<file path="src/rtl/decode_pkg.sv">
// Shared types and constants for the rv5stage decode stage: pipeline bundles, ALU ops, opcodes.
package decode_pkg;

    localparam logic [31:0] NopInst = 32'h0000_0013;

    localparam logic [6:0] OpLui    = 7'b0110111;
    localparam logic [6:0] OpAuipc  = 7'b0010111;
    localparam logic [6:0] OpJal    = 7'b1101111;
    localparam logic [6:0] OpJalr   = 7'b1100111;
    localparam logic [6:0] OpBranch = 7'b1100011;
    localparam logic [6:0] OpLoad   = 7'b0000011;
    localparam logic [6:0] OpStore  = 7'b0100011;
    localparam logic [6:0] OpImm    = 7'b0010011;
    localparam logic [6:0] OpReg    = 7'b0110011;
    localparam logic [6:0] OpSystem = 7'b1110011;
    localparam logic [6:0] OpFence  = 7'b0001111;

    typedef enum logic [3:0] {
        AluAdd, AluSub, AluSll, AluSlt, AluSltu, AluXor, AluSrl, AluSra, AluOr, AluAnd, AluPassB
    } AluOp;

    typedef struct packed {
        logic [31:0] pc;
        logic [31:0] inst;
    } FetchInfo;

    typedef struct packed {
        logic stall;
        logic flush;
    } PipeControl;

    typedef struct packed {
        logic       stall_req;
        logic [3:0] flush_req;
    } PipeRequest;

    typedef struct packed {
        logic [31:0] pc;
        logic [31:0] imm;
        logic [4:0]  rd;
        logic [4:0]  rs1;
        logic [4:0]  rs2;
        logic [2:0]  funct3;
        logic        funct7_5;
        AluOp        alu_op;
        logic        reg_write;
        logic        mem_read;
        logic        mem_write;
        logic        branch;
        logic        jump;
        logic        alu_src_imm;
        logic        valid;
        logic        illegal;
    } DecodeInfo;

    // funct7[5] only selects SUB for register-register ops; it selects SRA for both forms.
    function automatic AluOp alu_sel(logic [2:0] funct3, logic funct7_5, logic is_reg);
        unique case (funct3)
            3'b000:  return (is_reg && funct7_5) ? AluSub : AluAdd;
            3'b001:  return AluSll;
            3'b010:  return AluSlt;
            3'b011:  return AluSltu;
            3'b100:  return AluXor;
            3'b101:  return funct7_5 ? AluSra : AluSrl;
            3'b110:  return AluOr;
            default: return AluAnd;
        endcase
    endfunction

    function automatic AluOp branch_alu(logic [2:0] funct3);
        unique case (funct3[2:1])
            2'b10:   return AluSlt;
            2'b11:   return AluSltu;
            default: return AluSub;
        endcase
    endfunction

endpackage

</file>
<file path="src/rtl/decode_imm_gen.sv">
// Immediate generator: selects the RV32I immediate format from the opcode and sign-extends it.
module decode_imm_gen
    import decode_pkg::*;
(
    input  logic [31:0] inst,
    output logic [31:0] imm
);

    always_comb begin
        imm = '0;
        case (inst[6:0])
            OpLui, OpAuipc: imm = {inst[31:12], 12'b0};
            OpJal:          imm = {{12{inst[31]}}, inst[19:12], inst[20], inst[30:21], 1'b0};
            OpBranch:       imm = {{20{inst[31]}}, inst[7], inst[30:25], inst[11:8], 1'b0};
            OpStore:        imm = {{21{inst[31]}}, inst[30:25], inst[11:7]};
            OpJalr, OpLoad, OpImm, OpSystem, OpFence:
                            imm = {{21{inst[31]}}, inst[30:20]};
            default:        imm = '0;
        endcase
    end

endmodule

</file>
<file path="src/rtl/decode.sv">
// ID stage: IF/ID register, RV32I decode into DecodeInfo, and load-use hazard detection.
module decode
    import decode_pkg::*;
#(
    parameter logic [31:0] NOP_INST = NopInst
) (
    input  logic       clk,
    input  logic       rst,
    input  FetchInfo   fetch_info,
    input  PipeControl if_id_pipe,
    input  logic       ex_mem_read,
    input  logic [4:0] ex_rd,
    output PipeRequest req,
    output DecodeInfo  info,
    output logic       error
);

    logic [31:0] pc_q;
    logic [31:0] inst_q;
    logic        valid_q;

    always_ff @(posedge clk) begin
        if (rst) begin
            pc_q    <= '0;
            inst_q  <= NOP_INST;
            valid_q <= 1'b0;
        end else if (if_id_pipe.stall) begin
            pc_q    <= pc_q;
            inst_q  <= inst_q;
            valid_q <= valid_q;
        end else if (if_id_pipe.flush) begin
            pc_q    <= '0;
            inst_q  <= NOP_INST;
            valid_q <= 1'b0;
        end else begin
            pc_q    <= fetch_info.pc;
            inst_q  <= fetch_info.inst;
            valid_q <= 1'b1;
        end
    end

    logic [31:0] imm;

    decode_imm_gen u_imm_gen (
        .inst (inst_q),
        .imm  (imm)
    );

    logic known, illegal, hazard;
    logic rs1_used, rs2_used;
    logic reg_write, mem_read, mem_write, branch, jump, alu_src_imm;
    AluOp alu_op;

    always_comb begin
        known       = 1'b1;
        rs1_used    = 1'b0;
        rs2_used    = 1'b0;
        reg_write   = 1'b0;
        mem_read    = 1'b0;
        mem_write   = 1'b0;
        branch      = 1'b0;
        jump        = 1'b0;
        alu_src_imm = 1'b0;
        alu_op      = AluAdd;
        unique case (inst_q[6:0])
            OpLui:    begin reg_write = 1'b1; alu_src_imm = 1'b1; alu_op = AluPassB; end
            OpAuipc:  begin reg_write = 1'b1; alu_src_imm = 1'b1; end
            OpJal:    begin reg_write = 1'b1; jump = 1'b1; end
            OpJalr:   begin reg_write = 1'b1; jump = 1'b1; alu_src_imm = 1'b1; rs1_used = 1'b1; end
            OpBranch: begin
                branch   = 1'b1;
                rs1_used = 1'b1;
                rs2_used = 1'b1;
                alu_op   = branch_alu(inst_q[14:12]);
            end
            OpLoad:   begin
                reg_write   = 1'b1;
                mem_read    = 1'b1;
                alu_src_imm = 1'b1;
                rs1_used    = 1'b1;
            end
            OpStore:  begin mem_write = 1'b1; alu_src_imm = 1'b1; rs1_used = 1'b1; rs2_used = 1'b1; end
            OpImm:    begin
                reg_write   = 1'b1;
                alu_src_imm = 1'b1;
                rs1_used    = 1'b1;
                alu_op      = alu_sel(inst_q[14:12], inst_q[30], 1'b0);
            end
            OpReg:    begin
                reg_write = 1'b1;
                rs1_used  = 1'b1;
                rs2_used  = 1'b1;
                alu_op    = alu_sel(inst_q[14:12], inst_q[30], 1'b1);
            end
            OpSystem, OpFence: ;
            default:  known = 1'b0;
        endcase

        illegal = valid_q && (!known || inst_q[1:0] != 2'b11);
        // An illegal instruction must not write state or create a hazard.
        if (illegal) begin
            reg_write = 1'b0;
            mem_read  = 1'b0;
            mem_write = 1'b0;
            branch    = 1'b0;
            jump      = 1'b0;
            rs1_used  = 1'b0;
            rs2_used  = 1'b0;
        end

        hazard = valid_q && ex_mem_read && (ex_rd != 5'd0) &&
                 ((rs1_used && inst_q[19:15] == ex_rd) || (rs2_used && inst_q[24:20] == ex_rd));
    end

    always_comb begin
        info.pc          = pc_q;
        info.imm         = imm;
        info.rd          = reg_write ? inst_q[11:7]  : 5'd0;
        info.rs1         = rs1_used  ? inst_q[19:15] : 5'd0;
        info.rs2         = rs2_used  ? inst_q[24:20] : 5'd0;
        info.funct3      = inst_q[14:12];
        info.funct7_5    = inst_q[30];
        info.alu_op      = alu_op;
        info.reg_write   = reg_write;
        info.mem_read    = mem_read;
        info.mem_write   = mem_write;
        info.branch      = branch;
        info.jump        = jump;
        info.alu_src_imm = alu_src_imm;
        info.valid       = valid_q;
        info.illegal     = illegal;

        req.stall_req = hazard;
        req.flush_req = hazard ? 4'b0010 : 4'b0000;
        error         = illegal;
    end

endmodule
</file>
<file path="config.mk">
export PLATFORM = sky130hd
export DESIGN_NAME = decode
export DESIGN_NICKNAME = d
export VERILOG_FILES = /design/src/rtl/decode_pkg.sv /design/src/rtl/decode_imm_gen.sv /design/src/rtl/decode.sv
export SDC_FILE = /design/constraint.sdc
export NUM_CORES = 1
export LEC_CHECK = 0
export CAP_MARGIN = 20
export CELL_PAD_IN_SITES_DETAIL_PLACEMENT = 2
export CELL_PAD_IN_SITES_GLOBAL_PLACEMENT = 2
export CORE_MARGIN = 2
export CORE_UTILIZATION = 37
export DETAILED_ROUTE_END_ITERATION = 6
export DONT_BUFFER_PORTS = 1
export PLACE_DENSITY = 0.92
export REMOVE_ABC_BUFFERS = 1
export SLEW_MARGIN = 20
export SYNTH_ARGS = -nofsm -noshare
export SYNTH_HDL_FRONTEND = slang
export SYNTH_HIERARCHICAL = 1
export SYNTH_SLANG_ARGS = --single-unit
</file>
<file path="constraint.sdc">
create_clock -name clk -period 3.4 [get_ports clk]
set_input_delay 0.17 -clock clk [delete_from_list [all_inputs] [get_ports clk]]
set_output_delay 0.17 -clock clk [all_outputs]
set_load 0.03 [all_outputs]
</file>
Word level (Yosys, flattened, before mapping)
Cells that the tools add are included.

cells by class
  equality and inequality tests = 22
  multiplexer cells = 30
  reduce and logical (&&, ||, !) cells = 19

operator list
  cell                number
  $pmux 32 s5         1
  $mux 32             2
  $pmux 4 s7          2
  $eq 7x7->1 const B  4
  $eq 7x6->1 const B  3
  $mux 1              19
  $pmux 4 s4          1
  $mux 5              3
  $eq 7x5->1 const B  2
  $reduce_or 6->1     2
  $reduce_or 11->1    1
  $eq 5x5->1          2
  $eq 3x3->1 const B  3
  $eq 7x2->1 const B  1
  $eq 7x4->1 const B  1
  $reduce_or 7->1     1
  $eq 3x2->1 const B  2
  $logic_and 1x1->1   6
  $pmux 3 s2          1
  $reduce_bool 5->1   1
  $reduce_or 5->1     1
  $eq 2x2->1 const B  2
  $reduce_or 2->1     2
  $eq 3x1->1 const B  1
  6 further kinds     7

word-level totals
  register bits = 65
  input bits = 74
  output and inout port bits = 101
  logic and storage cells = 74

Logic depth before layout (Yosys ltp)
Gate-level depths: netlist of the first run.

  word-level depth = 11
  mapped depth = 6
  depth with buffers taken out = 4

Hierarchy
Netlist of the first run, hierarchy kept.

modules (own cells, without submodules)
  module          instances  cells an instance  area an instance (µm²)  sequential area each (µm²)
  decode          1          323                2825.2                  1301.2
  decode_imm_gen  1          84                 663.1                   0.0

Worst setup path before layout of the first run
No wires, ideal clock.

  path type = register to output
  start point = reg inst_q[4]
  end point = out info[31] in the netlist's numbering
  arrival = 1732 ps
  required time = 3230 ps
  slack = 1498 ps
  cell stages (with the launch flop) = 6
  path buffers = 1
  path through = dfxtp_1 > buf_6 > nand2b_1 > a2111oi_2 > nor3_1 > nor3_1

RTL lines
  what                      line          RTL
  start: declaration        decode.sv:19  logic [31:0] inst_q;
  start signal: assignment  decode.sv:29  inst_q <= inst_q;
  start signal: assignment  decode.sv:37  inst_q <= fetch_info.inst;
  end: declaration          decode.sv:14  output DecodeInfo info,

==> summary.md, run 1 <==
| Metric | Value |
|---|---|
| Status | `complete, no violations` |
| Post-synth EDFFs | `0` |
| Synth Flop Type | `dfxtp_1` |
| Post-detailed-route wirelength per cell | `26.1 um` |
| GPL Wtd Cong | `0.804` |
| Remaining DRCs | `0` |
| LEAKAGE | `1.73 nW` |
| Initial antenna violation count | `0` |
| Top cell type's share of synthesized area | `37.3%` |
| Core area | `9200 um2` |
| Fin nets | `511` |
| Hold Crit Class | `input pin to flip-flop` |
| Unique masters post-synth | `59` |
| # IOs | `175` |
| CTS max path bufs | `2` |
| Setup Fix Bufs, Post-CTS | `0` |
| PortBufs | `0` |
| Final Critical Period | `2.86 ns` |
| Final setup violation count | `0` |
| Final hold viol count | `0` |
| RSZ-0062 raised after global routing | `false` |
| GRT Overall Usage | `27.8%` |
| Hpwl dp | `8550 um` |
| DRT Pass-1 Iters | `4` |
| Worst Skew | `0 ns` |
| Global route overflow | `0` |
| CTS Root Cell | `clkbuf_8` |
| Rows | `35` |
| Num CTS Buffers | `9` |
| Worst VDD drop | `0.000190 V` |
| Vias in the first global route | `3771` |
| Async set or reset register ratio after synthesis | `0%` |
| Initial cell density of the core | `37.9%` |
| Area Overhead vs Synth | `21.8%` |
| Placed cell area | `3400 um2` |
| Mapped Area | `3490 um2` |
| Number of routed nets with antenna violations | `0` |
| Die X | `101 um` |
| Critical path class | `flip-flop to output pin` |
| Drt initial violations | `101` |
| Antenna fix cells | `0` |
| Synth area leader | `dfxtp_1` |
| Filler instances | `970` |
| Die area | `10200 um2` |
| Fin crit share | `84.2%` |
| #FFs+latches synth | `65` |
| First-pass GRT wire length | `21600 um` |
| CP Data Required Time | `3.23 ns` |
| Worst-Skew Late Latency | `0.34 ns` |
| FMAX | `349 MHz` |
| H-tree Lvls | `3` |
| DR vias | `3337` |
| Critical path peak fanout | `21` |
| Layout cells sized above 1 | `10.6%` |
| Startpoint Class | `flip-flop` |
| Count of pins over their slew limit | `0` |
| Max_cap viols | `0` |
| CTS tree | `built` |
| Die Height | `101 um` |
| Clock Sinks | `65` |
| Post-Route Setup TNS | `0 ns` |
| Synth Area per Inst | `8.57 um2` |
| Final Cell Area | `4250 um2` |
| Pwr/cell area | `461 nW/um2` |
| Cells after Synth | `407` |
| Clock slew at reported path FFs | `0.09 ns` |
| Critical Path End Type | `output pin` |
| Largest net degree at the start of global routing | `66` |
| Ranking of synthesized cells by area | `dfxtp_1 37%, a22oi_1 13%, nor2_1 7.5%` |
| Worst-Margin Slew | `1.00 ns` |
| Critical path arrival | `2.69 ns` |
| Max_slew headroom | `32.8%` |
| Syn. warnings | `6` |
| Total Wirelength | `14400 um` |
| Vias per cell | `6.03` |
| Seq/Total Area, Yosys | `37.3%` |
critical path, cell delays in order (launching register included):
cell      delay (ns)
dfxtp_1         0.90
nand2_2         0.20
o21bai_2        0.30
a21oi_2         0.61
a21o_1          0.34
layout by cell type, fill, tap and decap left out, types with 2 or more instances in the layout:
cell            n
a21o_1         20
a21oi_1         9
a21oi_2         5
a22o_1          4
a22oi_1        60
and2_1         22
and3b_1         2
buf_4           7
bufinv_16       2
clkbuf_8        9
clkinvlp_4      3
conb_1          3
dfxtp_1        65
dlygate4sd3_1  58
inv_1           4
nand2_1        12
nand2b_1        6
nand3_1         4
nand3b_1        4
nand4_1         3
nor2_1         69
nor2_4          3
nor2b_1         2
nor3_1          8
nor3b_1         3
o21ai_0         6
o22ai_1         3
o31ai_1         2
xnor2_1         5
xor2_1          6
metrics by stage:
| step | instances | hold slack, ns | power, W | setup WS, ns | util (%) |
|---|---|---|---|---|---|
| after floorplan | 359 | 0.239 | 0.00106 | 0.965 | - |
| after global placement | 477 | 0.246 | 0.00111 | 0.976 | 37.0 |
| after detailed placement | 477 | 0.250 | 0.00112 | 0.891 | 37.0 |
| after CTS | 553 | 0.000368 | 0.00195 | 0.515 | 46.2 |
| after global routing | 553 | 0.00256 | 0.00203 | 0.378 | 46.2 |
| final | 553 | 0.0176 | 0.00196 | 0.536 | 46.2 |
cell usage after synthesis, drive strengths merged, types with 6 or more instances:
cell type / instances
nand2b: 6
and2: 22
nand2: 13
a21o: 20
xor2: 6
o21ai: 6
nor3: 8
a22oi: 60
clkbuf: 21
a21oi: 14
nor2: 73
buf: 29
dfxtp: 65
report_power, final:
group	leakage (nW)	total, W	switching [W]	internal, W
combinational	1.10	0.000323	0.000195	0.000128
sequential	0.531	0.000873	0.0000825	0.000790
clock	0.0991	0.000763	0.000346	0.000416
total	1.73	0.00196	0.000624	0.00133
metal layers:
metal,wire length (um),share of wire (%),vias to the layer above,track usage (%)
met5,0,0,-,0
met4,337,2.3,0,8.94
met3,931,6.4,24,6.24
met2,7470,52,161,50.5
met1,5700,39,1657,32.1
li1,-,-,1495,-
cell type report:
cell class                 instances  area, um2  share of cell area (%)
multi-input combinational        290       1890                    44.6
sequential                        65       1300                    30.6
timing repair buffer              67        681                    16.0
tap                              111        139                    3.27
clock buffer                      10        128                    3.00
clock inverter                     6       91.3                    2.15
inverter                           4       15.0                   0.353
state kept, by name, summed over array words and instances (netlist names):
| register | count |
|---|---|
| inst_q | 32 |
| pc_q | 32 |
| valid_q | 1 |
repair_timing:
item / CTS / global route
endpoints found under the hold margin: 65 / 0
resized for setup: 0 / 0
hold buffers: 60 / 0
final timing paths:
kind	from	depth (start not counted)	endpoint	slack, ns
worst max register to register	pc_q[20]	3	pc_q[20]	1.93
worst min register to register	inst_q[9]	2	inst_q[9]	0.57
worst min-delay path	if_id_pipe[1]	2	pc_q[30]	0.02
worst max-delay path	inst_q[6]	4	info[59]	0.54
kinds of logic (layout without fill, tap and decap cells):
kind of cell | count (synthesis) | after routing | share of synthesized area, %
flip-flops | 65 | 65 | 37.3
AO/OA/AOI/OAI | 126 | 126 | 28.6
buffers and inverters | 54 | 87 | 8.86
other | 1 | 3 | 0.108
AND/OR/NAND/NOR | 150 | 150 | 22.4
XOR/XNOR | 11 | 11 | 2.76
Note: power is estimated with default switching activity, not from simulation.
==> run 2, diff against run 1 <==
--- a/config.mk
+++ b/config.mk
@@ -9,10 +9,10 @@
 export CELL_PAD_IN_SITES_DETAIL_PLACEMENT = 2
 export CELL_PAD_IN_SITES_GLOBAL_PLACEMENT = 2
 export CORE_MARGIN = 2
-export CORE_UTILIZATION = 37
+export CORE_UTILIZATION = 34
 export DETAILED_ROUTE_END_ITERATION = 6
 export DONT_BUFFER_PORTS = 1
-export PLACE_DENSITY = 0.92
+export PLACE_DENSITY = 0.86
 export REMOVE_ABC_BUFFERS = 1
 export SLEW_MARGIN = 20
 export SYNTH_ARGS = -nofsm -noshare
==> constraint.sdc (replaced) <==
create_clock -name clk -period 2.8 [get_ports clk]
set_input_delay 0.14 -clock clk [delete_from_list [all_inputs] [get_ports clk]]
set_output_delay 0.14 -clock clk [all_outputs]
set_load 0.03 [all_outputs]
==> run 2 against run 1 <==
  * The flow now stops in clock tree synthesis (4_1_cts)
  * Synthesized cell count did not move
  * Synthesized area unchanged
==> summary.md, run 2 <==
| Metric | Value |
|---|---|
| Die Height | `105 um` |
| Die X | `105 um` |
| Placed cell area | `3500 um2` |
| Cell with the most instances after synthesis | `nor2_1` |
| Ranking of synthesized cells by area | `dfxtp_1 37%, a22oi_1 13%, nor2_1 7.5%` |
| PortBufs | `0` |
| H-tree Lvls | `3` |
| Post-synth EDFFs | `0` |
| Hold-fix buffers, CTS | `105` |
| Initial cell density of the core | `35.4%` |
| Synth Flop Type | `dfxtp_1` |
| Syn. warnings | `6` |
| Setup WS pre-CTS | `0.485 ns` |
| Async set or reset register ratio after synthesis | `0%` |
| Unique masters post-synth | `59` |
| # IOs | `175` |
| Hpwl dp | `8630 um` |
| Rows | `36` |
| Synth Area per Inst | `8.57 um2` |
| CTS Root Cell | `clkbuf_8` |
| Seq/Total Area, Yosys | `37.3%` |
| Status | `did not finish` |
| Top cell type's share of synthesized area | `37.3%` |
| #FFs+latches synth | `65` |
| Post-cts repair resize count | `0` |
| Setup Fix Bufs, Post-CTS | `0` |
| Clock Sinks | `65` |
| Most frequent cells after synthesis | `70 x nor2_1, 65 x dfxtp_1, 60 x a22oi_1` |
| Synth area leader | `dfxtp_1` |
| Halt Stage | `clock tree synthesis (4_1_cts)` |
| Num CTS Buffers | `9` |
| Cells after Synth | `407` |
| CTS max path bufs | `2` |
| Log Error | `[ERROR RSZ-0060] Max buffer count reached.` |
| Mapped Area | `3490 um2` |
| GPL Wtd Cong | `0.840` |
## run 2: cell counts after synthesis
No cell type changed its count.
## run 2: per-stage QoR
| stage | util (%) | std cells |
|---|---|---|
| after floorplan | - | 359 |
| after global placement | 35.4 | 508 |
| after detailed placement | 35.4 | 508 |
## run 2: kinds of logic after synthesis
kind of cell	count (synthesis)	share of synthesized area, %
simple gates	150	22.4
other cells	1	0.108
buf+inv	54	8.86
xor+xnor	11	2.76
flops	65	37.3
compound gates	126	28.6
==> run 3, diff against run 2 <==
--- a/config.mk
+++ b/config.mk
@@ -6,13 +6,11 @@
 export NUM_CORES = 1
 export LEC_CHECK = 0
 export CAP_MARGIN = 20
-export CELL_PAD_IN_SITES_DETAIL_PLACEMENT = 2
-export CELL_PAD_IN_SITES_GLOBAL_PLACEMENT = 2
 export CORE_MARGIN = 2
-export CORE_UTILIZATION = 34
+export CORE_UTILIZATION = 40
 export DETAILED_ROUTE_END_ITERATION = 6
 export DONT_BUFFER_PORTS = 1
-export PLACE_DENSITY = 0.86
+export PLACE_DENSITY_LB_ADDON = 0.15
 export REMOVE_ABC_BUFFERS = 1
 export SLEW_MARGIN = 20
 export SYNTH_ARGS = -nofsm -noshare
==> run 3 against run 2 <==
  * The run now ends clean
==> summary.md, run 3 (synthesis results as in run 1) <==
| Metric | Value |
|---|---|
| DP Cell Count | `486` |
| Core area | `8590 um2` |
| FMAX | `387 MHz` |
| DR vias | `3429` |
| Startpoint Class | `flip-flop` |
| Clock slew at reported path FFs | `0.07 ns` |
| Initial antenna violation count | `0` |
| Final Critical Period | `2.58 ns` |
| Remaining DRCs | `0` |
| Area Overhead vs Synth | `34.1%` |
| Count of pins over their slew limit | `0` |
| Critical Path End Type | `output pin` |
| First-pass GRT wire length | `17800 um` |
| Commonest non-fill, non-tap cell in the layout | `dlygate4sd3_1` |
| Die X | `97.4 um` |
| Fin crit share | `92.2%` |
| Status | `complete, no violations` |
| NetSw | `0.000708 W` |
| Setup Fix Bufs, Post-CTS | `0` |
| Antenna fix cells | `0` |
| Placed cell area | `3490 um2` |
| CP Data Required Time | `2.66 ns` |
| Post-cts repair resize count | `0` |
| Die area | `9480 um2` |
| Final Cell Area | `4680 um2` |
| Biggest regs | `inst_q x32, pc_q x32, valid_q x1` |
| H-tree Lvls | `3` |
| CTS max path bufs | `2` |
| Worst VDD drop | `0.000278 V` |
| Vias per cell | `5.73` |
| Area occupied by multi-input gates | `1890 um2` |
| Filler instances | `767` |
| Register area | `1300 um2` |
| # IOs | `175` |
| Initial cell density of the core | `40.6%` |
| GRT Overall Usage | `23.4%` |
| PortBufs | `0` |
| Worst-Skew Late Latency | `0.33 ns` |
| Clock Sinks | `65` |
| Clock share of power | `35.9%` |
| Number of routed nets with antenna violations | `0` |
| Critical path arrival | `2.44 ns` |
| Cell chain of the critical path | `buf_4, a2111oi_4, a21oi_2, a21oi_2, a21o_1` |
| Worst Skew | `0 ns` |
| Critical path peak fanout | `15` |
| Hold-fix buffers, CTS | `96` |
| Post-Route Setup TNS | `0 ns` |
| RSZ-0062 raised after global routing | `false` |
| Slowest CP cell | `a21oi_2` |
| Switching Share | `30.7%` |
| Die Height | `97.4 um` |
| Vias in the first global route | `3390` |
| Post-detailed-route wirelength per cell | `18.8 um` |
| Pwr/cell area | `492 nW/um2` |
| Part of the power in registers | `45.5%` |
| Drt initial violations | `162` |
| Worst-Margin Slew | `0.758 ns` |
| Final hold viol count | `0` |
| Hold Crit Class | `input pin to flip-flop` |
| Largest net degree at the start of global routing | `66` |
| Hpwl dp | `6770 um` |
| LEAKAGE | `1.90 nW` |
| Int Pwr | `0.00160 W` |
| Max_cap viols | `0` |
| GPL Wtd Cong | `0.835` |
| Post-layout util | `54.5%` |
| DRT Pass-1 Iters | `5` |
| Non-Filler Instances | `598` |
| Max incr delay on CP | `0.56 ns` |
| Critical path class | `flip-flop to output pin` |
| Global route overflow | `0` |
| Final setup violation count | `0` |
| CTS Root Cell | `clkbuf_8` |
| Gate power share | `18.6%` |
| Num CTS Buffers | `9` |
| Total Wirelength | `11300 um` |
| Commonest non-fill, non-tap cells in the layout | `94 x dlygate4sd3_1, 69 x nor2_1, 65 x dfxtp_1` |
| Rows | `34` |
| CTS tree | `built` |
| Max_slew headroom | `49.4%` |
| Fin nets | `559` |
| Layout cells sized above 1 | `12.2%` |
| Worst path most repeated cell | `a21oi_2` |
-- run 3: cell type report --
type	count	area share, %
inverters	4	0.321
repair buffers	115	24.2
flip-flops and latches	65	27.8
multi-input cells	290	40.5
well taps	108	2.89
clock buffers	10	2.94
clock inverters	6	1.42
-- run 3: final timing paths --
check	cells past startpoint	slack [ns]	startpoint	to
worst max-delay path	5	0.22	inst_q[2]	info[56]
worst min-delay path	2	0.02	if_id_pipe[1]	inst_q[16]
worst max register to register	3	1.31	pc_q[14]	pc_q[14]
worst min register to register	2	0.56	inst_q[26]	inst_q[26]
-- run 3: worst max-delay path: cells and delay by family, from the launching register on --
family                 cells  cell delay [ns]
flip-flops                 1             0.47
buffers and inverters      1             0.26
AO/OA/AOI/OAI              4             1.38
-- run 3: stage by stage --
stage	worst slack, ns	hold WS [ns]	total power [W]
6_report	0.218	0.0160	0.00230
5_1_grt	0.0816	0.0322	0.00240
4_1_cts	0.222	0.000357	0.00233
3_3_place_gp	0.642	0.217	0.00135
2_1_floorplan	0.395	0.209	0.00129
3_5_place_dp	0.597	0.220	0.00135
-- run 3: power by group through the flow --
stage / registers [W] / clock network (W) / logic (W)
after floorplan: 0.00106 / 0 / 0.000228
after global placement: 0.00107 / 0 / 0.000281
after detailed placement: 0.00107 / 0 / 0.000287
after CTS: 0.00105 / 0.000860 / 0.000421
after global routing: 0.00105 / 0.000884 / 0.000460
final: 0.00105 / 0.000828 / 0.000428
-- run 3: layer usage --
| metal | GRT usage, % | vias to the layer above | share of wire (%) |
|---|---|---|---|
| met1 | 28.5 | 1658 | 41 |
| li1 | - | 1593 | - |
| met5 | 0 | - | 0 |
| met3 | 6.62 | 11 | 8.3 |
| met4 | 5.98 | 0 | 0.96 |
| met2 | 40.6 | 167 | 50 |
